[src/rtl/core_pkg.sv]
// Shared rename-stage definitions: PRF geometry, tag/count types and the
// pointer-wrap helper used by the free list.
package core_pkg;

    localparam int PRF_SIZE  = 16;
    localparam int ARCH_REGS = 4;
    localparam int ID_W      = $clog2(PRF_SIZE);
    localparam int CNT_W     = $clog2(PRF_SIZE + 1);

    typedef logic [ID_W-1:0]  preg_id_t;
    typedef logic [CNT_W-1:0] preg_cnt_t;

    // Tags that start out free (everything not holding an architectural reg).
    localparam int FREE_INIT = PRF_SIZE - ARCH_REGS;

    localparam preg_cnt_t CNT_FULL = preg_cnt_t'(PRF_SIZE);
    localparam preg_cnt_t CNT_RST  = preg_cnt_t'(FREE_INIT);
    localparam preg_id_t  TAIL_RST = (FREE_INIT == PRF_SIZE) ? '0 : preg_id_t'(FREE_INIT);

    // Advance a FIFO pointer, wrapping by explicit compare so PRF_SIZE
    // need not be a power of two.
    function automatic preg_id_t ptr_inc(input preg_id_t p);
        if (p == preg_id_t'(PRF_SIZE - 1)) begin
            return '0;
        end
        return p + preg_id_t'(1);
    endfunction

endpackage

[src/rtl/prf_free_list.sv]
// Physical-register free list: circular FIFO of free tags. Rename pops the
// head tag (valid the same cycle), retire pushes superseded tags at the tail.
// Optional double-free detection is enabled with FREE_LIST_DBL_FREE_CHK_EN.
module prf_free_list
    import core_pkg::*;
(
    input  logic             clk,
    input  logic             rst,
    input  logic             alloc_req,
    output logic             alloc_valid,
    output logic [ID_W-1:0]  alloc_id,
    input  logic             free_ena,
    input  logic [ID_W-1:0]  free_id,
    output logic [CNT_W-1:0] free_count,
    output logic             err_overflow,
    output logic             err_double_free
);

    preg_id_t  mem_reg  [PRF_SIZE];
    preg_id_t  mem_next [PRF_SIZE];
    preg_id_t  head_reg, head_next;
    preg_id_t  tail_reg, tail_next;
    preg_cnt_t count_reg, count_next;
    logic      err_overflow_reg;

    logic pop;
    logic push;
    logic full;
    logic dbl_hit;

    assign alloc_valid  = (count_reg != '0);
    assign alloc_id     = mem_reg[head_reg];
    assign free_count   = count_reg;
    assign err_overflow = err_overflow_reg;

    assign pop  = alloc_req && alloc_valid;
    assign full = (count_reg == CNT_FULL);
    // Overflowing frees are dropped; a detected double free is never pushed.
    assign push = free_ena && !full && !dbl_hit;

`ifdef FREE_LIST_DBL_FREE_CHK_EN
    logic [PRF_SIZE-1:0] in_list_reg;
    logic [PRF_SIZE-1:0] in_list_next;
    logic                err_double_free_reg;

    // Judge the returned tag against the post-pop view, so retiring a tag
    // that is being allocated in the same cycle is legal.
    assign dbl_hit = free_ena && in_list_reg[free_id] && !(pop && (alloc_id == free_id));

    // Per-tag membership: a push sets, a pop clears; set wins on a same-cycle hit.
    generate
        for (genvar gi = 0; gi < PRF_SIZE; gi++) begin : g_in_list
            assign in_list_next[gi] = (push && (free_id == preg_id_t'(gi))) ? 1'b1 :
                                      (pop && (alloc_id == preg_id_t'(gi))) ? 1'b0 :
                                      in_list_reg[gi];
        end
    endgenerate

    // Membership bitmap and the one-cycle double-free pulse.
    always_ff @(posedge clk) begin
        if (rst) begin
            for (int i = 0; i < PRF_SIZE; i++) begin
                in_list_reg[i] <= (i >= ARCH_REGS);
            end
            err_double_free_reg <= 1'b0;
        end else begin
            in_list_reg         <= in_list_next;
            err_double_free_reg <= dbl_hit;
        end
    end

    assign err_double_free = err_double_free_reg;
`else
    assign dbl_hit         = 1'b0;
    assign err_double_free = 1'b0;
`endif

    // Tail write: only the slot addressed by the tail takes the returned tag.
    generate
        for (genvar gi = 0; gi < PRF_SIZE; gi++) begin : g_mem
            assign mem_next[gi] = (push && (tail_reg == preg_id_t'(gi))) ? free_id : mem_reg[gi];
        end
    endgenerate

    // Pointer and occupancy next-state.
    always_comb begin
        head_next  = head_reg;
        tail_next  = tail_reg;
        count_next = count_reg;
        if (pop) begin
            head_next = ptr_inc(head_reg);
        end
        if (push) begin
            tail_next = ptr_inc(tail_reg);
        end
        if (push && !pop) begin
            count_next = count_reg + preg_cnt_t'(1);
        end else if (pop && !push) begin
            count_next = count_reg - preg_cnt_t'(1);
        end
    end

    // FIFO state; reset preloads the non-architectural tags in ascending order.
    always_ff @(posedge clk) begin
        if (rst) begin
            for (int i = 0; i < PRF_SIZE; i++) begin
                mem_reg[i] <= (i < FREE_INIT) ? preg_id_t'(ARCH_REGS + i) : '0;
            end
            head_reg         <= '0;
            tail_reg         <= TAIL_RST;
            count_reg        <= CNT_RST;
            err_overflow_reg <= 1'b0;
        end else begin
            mem_reg   <= mem_next;
            head_reg  <= head_next;
            tail_reg  <= tail_next;
            count_reg <= count_next;
            if (free_ena && full) begin
                err_overflow_reg <= 1'b1;
            end
        end
    end

endmodule

[config.mk]
export PLATFORM = sky130hd
export DESIGN_NAME = prf_free_list
export DESIGN_NICKNAME = d
export VERILOG_FILES = /design/src/rtl/core_pkg.sv /design/src/rtl/prf_free_list.sv
export SDC_FILE = /design/constraint.sdc
export NUM_CORES = 1
export LEC_CHECK = 0
export ABC_AREA = 0
export BUFFER_PORTS_ARGS = -buffer_cell sky130_fd_sc_hd__buf_4
export CAP_MARGIN = 20
export CORE_MARGIN = 2
export CORE_UTILIZATION = 60
export CTS_BUF_LIST = sky130_fd_sc_hd__clkbuf_16
export DETAILED_ROUTE_END_ITERATION = 10
export PLACE_DENSITY = 0.78
export SLEW_MARGIN = 20
export SYNTH_ARGS = -nofsm -noshare
export SYNTH_HDL_FRONTEND = slang
export SYNTH_SLANG_ARGS = --single-unit
export TNS_END_PERCENT = 1
[constraint.sdc]
create_clock -name clk -period 3.85 [get_ports clk]
set_input_delay 0.5775 -clock clk [delete_from_list [all_inputs] [get_ports clk]]
set_output_delay 0.5775 -clock clk [all_outputs]
set_load 0.05 [all_outputs]
==> results.md, run 1 <==
- Outcome: finished clean
- Cells along the critical path: nor4_4, buf_4, a21boi_1, ha_1, inv_1, ha_1, a21oi_1, a211oi_1, a31oi_1, mux2_2
- Number of sinks driven by the clock tree: 78
- Layout Area Growth over Synthesis: 13.00%
- Worst reg2reg setup slack: 0.78 ns
- Peak supply drop: 367.3 uV
- Biggest fanout along the worst timing path: 19
- Floorplan die area: just under 7000 sq um
- Initial antenna violation count: 0
- Die Span Y: 82.78 um
- Overall global routing resource usage: a little over a quarter
- Unrepaired setup endpoints after global routing: false
- Initial cell density of the core: roughly 63%
- Worst EP required: about 4.1 ns
- Horizontal extent of the die: 82.78 um
- Max-Slew Margin vs Limit: 30.51%
- Number of buffers inserted during clock tree synthesis: 9
- Multi-input logic area: 2037 sq um
- Reg clk slew, reported paths: 0.06 ns
- Number of global-route vias before repair: 2,627
- Final cell area excluding filler cells: 4208 sq um
- Area of the core: between 5000 and 6000 sq um
- Setup crit end kind: flop
- Flip-flop and latch count after synthesis: 78
- Quantity of hold-fixing buffers added after cts: 0
- # H-tree levels: 3
- Pwr Total: 2.134 mW
- Total standard cell area after synthesis: roughly 3700 sq um
- Leakage Power: 1.482 nW
- DRC violations left: 0
- Crit share post-route: approximately four fifths
- Total nets after synthesis: 383
- Crit path launch type: flop
- Synth Instances: 365
- Primary FF master, synth: dfxtp_1
- Boundary Pins: 20
- Summed negative setup slack over all endpoints: 0 ns
- Power density cells: 507.1 nW/um^2
- Number of warning messages in the yosys log: 0
- Count of inserted antenna diode cells: 0
- Hold-critical path depth: 2
- Max cap viols: 0
- M1 WL: 3.546 mm
- Slew of the pin with the lowest slew margin: ~1.0 ns
- Post-Syn Area per Cell: 10.20 sq um
- Pin count of the biggest net entering global routing: 84
- Top layer used by detailed routing: met4
- Worst hold slack across all endpoints: about 0.49 ns
- Number of nets still failing antenna checks after routing: 0
- Number of I/O port buffers: 18
- Standard-cell row count: 28
- Combined buffer and inverter count along the critical path: 2
- Cell mode on critical path: ha_1
- R2R depth: 10
- Max Clk Rate: 325.2 MHz
- Minimum clock period: about 3.1 ns
- Detailed Route Iter0 Violations: approximately 160
- Cell family contributing the most delay on the critical path: compound AO/OA/AOI/OAI gates
- Sequential cell area: 1562 sq um
- Total iterations of the first detailed-routing run: 4
- Clock insertion delay at the later pin of the skew report: 0.33 ns
- Critical path arrival: 3.30 ns
- Overflow left after global routing: 0
- Endpoint of the most critical register-to-register path: free_count[4]
- Worst hold path endpoint: mem_reg[55]
- Hold violation count in the final report: 0
- Buffer cell driving the clock tree root: clkbuf_16
- First-pass GRT wire length: 13.08 mm
- Maximum clock insertion buffer count: 2
- Number of max-slew violations in the final report: 0
- Final setup fails: 0
- Worst clock skew: 0.003492 ns
- Cell variety after synth: 37
- Detailed route wirelength on metal2: 4.173 mm
- Postcts setup bufs: 0
- Sequential fraction of the synthesis area: between 40% and 50%
- Type of the worst setup path: flop to flop
- Placed inst area: 3880 sq um
- Post-synth ARST share: 0%
- EDFF count, synth: 0
- Min-delay src: mem_reg[55]
- Flip-flop count of the largest register after layout: 64
- Worst hold path class: flop to flop
- Via-per-instance ratio: a little over 6
- CTS tree: done
- DP Wirelength: 5.360 mm
- Resized cells post-CTS: 0
- Detailed route wirelength on metal3: 355 um
- Maximum single-stage delay on the critical path: 0.57 ns
- Share of layout cells above drive strength 1: 15.43%
- Count of filler cells inserted in the layout: 451
- Average wire per cell in the routed design: 18.39 um
- Total wire length after detailed routing: 8.293 mm
- Slowest-stage cell, CP: a21boi_1
- Routability congestion estimate: about 0.85
- Via count: between 2,000 and 3,000
- Startpoint of the worst-slack reg-to-reg timing path: free_count[0]
- Final-stage net count: 390
==> cell families (layout without fill, tap and decap cells) <==
family          after synthesis  in the layout  synth area share, %
xor+xnor                      4              4               0.9408
flops                        78             78                41.94
compound gates               77             77                15.89
fa+ha+maj                    10             10                3.562
other cells                   1              1               0.1007
simple gates                102            102                13.34
mux                          62             62                20.87
buf+inv                      31             42                3.360
==> routing by layer <==
metal,global-route usage [%],up-vias
li1,-,1350
met1,33.82,1360
met2,43.23,67
met3,4.329,18
met4,12.30,0
met5,0,-
==> cell usage after synthesis, types with 5 or more instances <==
cell type   n  area, sq um
nand2b_1    5        31.28
nor2b_1    23        143.9
nor2_1     48        180.2
mux2i_1    45        450.4
nor3_1     10        50.05
mux4_2     12        270.3
dfxtp_1    78         1562
a211o_1    21        183.9
clkbuf_1   20        75.07
a21oi_1    13        65.06
a31oi_1    10        62.56
ha_1        9        112.6
mux2_2      5        56.30
nand2_1    10        37.54
a211oi_1   14        105.1
==> how the worst max path moves through the flow <==
| stage | slack (ns) | depth (start not counted) | startpoint | end |
|---|---|---|---|---|
| 2_1_floorplan | 0.77 | 10 | free_count[0] | free_count[4] |
| 3_3_place_gp | 1.0 | 10 | free_count[0] | free_count[4] |
| 3_5_place_dp | 0.84 | 10 | free_count[0] | free_count[4] |
| 4_1_cts | 0.81 | 10 | free_count[0] | free_count[4] |
| 5_1_grt | 0.59 | 10 | free_count[0] | free_count[4] |
| 6_report | 0.78 | 10 | free_count[0] | free_count[4] |
==> metrics by stage <==
| step | std cells | setup slack (ns) | util [%] |
|---|---|---|---|
| after floorplan | 365 | 0.7668 | - |
| after global placement | 436 | 0.9982 | 65.15 |
| after detailed placement | 436 | 0.8426 | 65.15 |
| after CTS | 451 | 0.8073 | 70.65 |
| after global routing | 451 | 0.5857 | 70.65 |
| final | 451 | 0.7754 | 70.65 |
==> where the power goes <==
group	switching [mW]	internal, mW
logic	0.183	0.118
registers	0.0611	0.833
clock network	0.315	0.623
total	0.559	1.57
==> layout make-up <==
class,count,area share [%]
clock buffers,9,5.352
clock inverters,6,2.438
inverters,4,0.3568
multi-input cells,256,48.41
flip-flops and latches,78,37.11
well taps,75,2.230
repair buffers,23,4.103
==> tightest hold or removal path, stage by stage, from the launching register on <==
cell and delay (ns):
dfxtp_1 0.32, mux2i_1 0.06, nor2_1 0.07
==> cell usage in the layout, fill, tap and decap left out, types with 5 or more instances in the layout <==
cell type | synthesis | layout
dfxtp_1 | 78 | 78
nor2_1 | 48 | 48
mux2i_1 | 45 | 45
nor2b_1 | 23 | 23
buf_4 | 1 | 23
a211o_1 | 21 | 21
a211oi_1 | 14 | 14
a21oi_1 | 13 | 13
mux4_2 | 12 | 12
a31oi_1 | 10 | 10
nand2_1 | 10 | 10
nor3_1 | 10 | 10
ha_1 | 9 | 9
clkbuf_16 | 0 | 9
inv_1 | 4 | 5
nand2b_1 | 5 | 5
mux2_2 | 5 | 5
Note: power is estimated with default switching activity, not from simulation.
==> inputs of run 2 (changes only) <==
ABC_AREA = 1   (was 0)
CORE_UTILIZATION = 55   (was 60)
PLACE_DENSITY = 0.75   (was 0.78)
clock period = 2.6 ns   (was 3.85 ns; I/O delays follow)
==> results.md, run 2 <==
- Max-Slew Margin vs Limit: 64.12% (+34 points)
- Die Span Y: 90.96 um (+9.9%)
- Postcts setup bufs: 0 (unchanged)
- Mux share of post-synthesis cell area: 0% (-21 points)
- Count of inserted antenna diode cells: 0 (unchanged)
- Pin count of the biggest net entering global routing: 46 (-45%)
- Overall global routing resource usage: 25.91% (-0.35 points)
- Top-count cell post-synth: nand2_1
- R2R depth: 13 (+3)
- Total wire length after detailed routing: 10.37 mm (+25%)
- Fraction of the mapped netlist area in compound gates: 4.844% (-11 points)
- Number of warning messages in the yosys log: 0 (unchanged)
- Final-stage net count: 675 (+73%)
- Post-Place Setup Slack: 0.3232 ns (-0.5194 ns)
- Worst clock skew: 0.003338 ns (-0.0001547 ns)
- Via count: 4,067 (+46%)
- Leakage Power: 2.364 nW (+60%)
- Slew of the pin with the lowest slew margin: 0.5376 ns (-0.4986 ns)
- Total nets after synthesis: 673 (+76%)
- Initial antenna violation count: 0 (unchanged)
- Crit path launch type: flop
- Number of buffers inserted during clock tree synthesis: 9 (unchanged)
- Boundary Pins: 20 (unchanged)
- Total standard cell area after synthesis: 4159 sq um (+12%)
- Main area contributors after synthesis: dfxtp_1, nand2_1, nor2_1
- Routability congestion estimate: 0.8411 (-1.0%)
- Overflow left after global routing: 0 (unchanged)
- Worst hold path class: input pin to flop
- Via-per-instance ratio: 5.351 (-14%)
- Quantity of hold-fixing buffers added after cts: 0 (unchanged)
- DP Wirelength: 6.731 mm (+26%)
- Synth Instances: 655 (+79%)
- Post-synthesis share of cell area spent on xor and xnor gates: 0.8424% (-0.099 points)
- Minimum clock period: 2.337 ns (-0.7375 ns)
- Flip-flop count of the largest register after layout: 64 (unchanged)
- Total iterations of the first detailed-routing run: 4 (unchanged)
- Pwr Total: 3.151 mW (+48%)
- Post-Syn Area per Cell: 6.350 sq um (-38%)
- Type of the worst setup path: flop to flop
- Number of sinks driven by the clock tree: 78 (unchanged)
- Buffer cell driving the clock tree root: clkbuf_16
- Top-area cell type share of the netlist area: 37.55% (-4.4 points)
- Commonest cells in the synthesized netlist: nand2_1, nor2_1, dfxtp_1, nand3_1, inv_1
- Worst EP required: 2.87 ns (-1.20 ns)
- EDFF count, synth: 0 (unchanged)
- Commonest non-fill, non-tap cell in the layout: nand2_1
- Share of layout cells above drive strength 1: 7.110% (-8.3 points)
- Cell variety after synth: 26 (-30%)
- Primary FF master, synth: dfxtp_1
- # H-tree levels: 3 (unchanged)
- Post-route setup slack: 0.2629 ns (-0.5125 ns)
- Area of the core: 7292 sq um (+22%)
- Initial cell density of the core: 57.04% (-5.5 points)
- Flip-flop and latch count after synthesis: 78 (unchanged)
- Simple-gate share of the synthesized area: 43.35% (+30 points)
- Peak supply drop: 570.4 uV (+55%)
- Final setup fails: 0 (unchanged)
- Post-synth ARST share: 0% (unchanged)
- Hold violation count in the final report: 0 (unchanged)
- Max cap viols: 0 (unchanged)
- Hold-critical path depth: 2 (unchanged)
- Crit share post-route: 89.89% (+10 points)
- Combinational family with the most area after synthesis: simple AND/OR/NAND/NOR gates
- Unrepaired setup endpoints after global routing: false
- Detailed Route Iter0 Violations: 205 (+27%)
- Clock insertion delay at the later pin of the skew report: 0.33 ns (about the same)
- Setup crit end kind: flop
- Resized cells post-CTS: 0 (unchanged)
- Average wire per cell in the routed design: 13.65 um (-26%)
- Number of max-slew violations in the final report: 0 (unchanged)
- Commonest cells after routing, fill and taps aside: nand2_1, nor2_1, dfxtp_1
- Standard-cell row count: 31 (+11%)
- Horizontal extent of the die: 90.96 um (+9.9%)
- Maximum clock insertion buffer count: 2 (unchanged)
- Summed negative setup slack over all endpoints: 0 ns (unchanged)
- Layout Area Growth over Synthesis: 11.28%
- CTS tree: done
- Outcome: finished clean
- Biggest fanout along the worst timing path: 6 (-13)
- Cell taking the most area after synthesis: dfxtp_1
- Critical path arrival: 2.61 ns (-0.69 ns)
- First-pass GRT wire length: 17.37 mm (+33%)
- Number of global-route vias before repair: 3,773 (+44%)
- Sequential fraction of the synthesis area: 37.55% (-4.4 points)
- Reg clk slew, reported paths: 0.06 ns (about the same)
- Number of I/O port buffers: 18 (unchanged)
- Max Clk Rate: 427.9 MHz (+32%)
- Number of nets still failing antenna checks after routing: 0 (unchanged)
- Floorplan die area: 8274 sq um (+21%)
- Power density cells: 680.9 nW/um^2 (+34%)
- Synthesized-area fraction occupied by adder cells: 3.189% (-0.37 points)
- DRC violations left: 0 (unchanged)
[run 2: cell count changes after synthesis, moves of 12 or more]
cell,previous run,this run
nand3_1,1,73
nand4_1,0,31
mux2i_1,45,0
inv_1,4,64
a211oi_1,14,0
nor2b_1,23,0
buf_2,4,19
a211o_1,21,0
o21ai_0,1,19
nand2_1,10,205
nor2_1,48,110
mux4_2,12,0
[run 2: path summary, 6_finish.rpt]
check	start	endpoint	slack, ns
hold reg to reg	mem_reg[50]	mem_reg[50]	0.45
hold / removal	rst	free_count[4]	0.31
setup / recovery	free_count[0]	free_count[4]	0.26
setup reg to reg	free_count[0]	free_count[4]	0.26
[run 2: metal layers]
| layer | GRT usage [%] | wire length (um) | up-vias |
|---|---|---|---|
| met4 | 9.217 | 184 | 0 |
| met2 | 42.72 | 4861 | 127 |
| met5 | 0 | 0 | - |
| met1 | 33.84 | 4659 | 1849 |
| li1 | - | - | 2075 |
| met3 | 5.062 | 669 | 16 |
[run 2: kinds of logic (layout without fill, tap and decap cells)]
group,after synthesis,count (layout)
AO/OA/AOI/OAI,36,36
adder cells (fa/ha/maj),10,10
AND/OR/NAND/NOR,424,424
XOR/XNOR,4,4
other,1,1
buffers and inverters,102,108
flip-flops,78,78
[run 2: worst max-delay path, stage by stage (launching register included)]
cell and delay [ns]:
dfxtp_1 0.39, nor2_4 0.19, nand4_4 0.09, nand2_1 0.16, inv_1 0.12, ha_1 0.22, inv_1 0.17, ha_1 0.27
or2_2 0.29, nand2_1 0.08, nand2_1 0.06, nand2_1 0.07, nand2_1 0.06, a21oi_1 0.11
[run 2: layout make-up]
| class | instances | area [sq um] |
|---|---|---|
| fillers | 734 | 2664 |
| flip-flops and latches | 78 | 1563 |
| clock buffers | 9 | 225.2 |
| repair buffers | 28 | 210.2 |
| well taps | 99 | 123.9 |
| multi-input cells | 475 | 2185 |
| clock inverters | 6 | 77.57 |
| inverters | 65 | 244.0 |
[run 2: through the flow]
step                      hold slack, ns  cell area [sq um]  utilization [%]  instances
after floorplan                   0.4236               4169                -        655
after global placement            0.4326               4325            59.32        745
after CTS                         0.2952               4628            63.47        760
final                             0.3125               4628            63.47        760
after detailed placement          0.4374               4325            59.32        745
after global routing              0.3133               4628            63.47        760
[run 2: power breakdown]
part / internal, mW / switching, mW
logic: 0.169 / 0.394
clock network: 0.825 / 0.479
registers: 1.25 / 0.0390
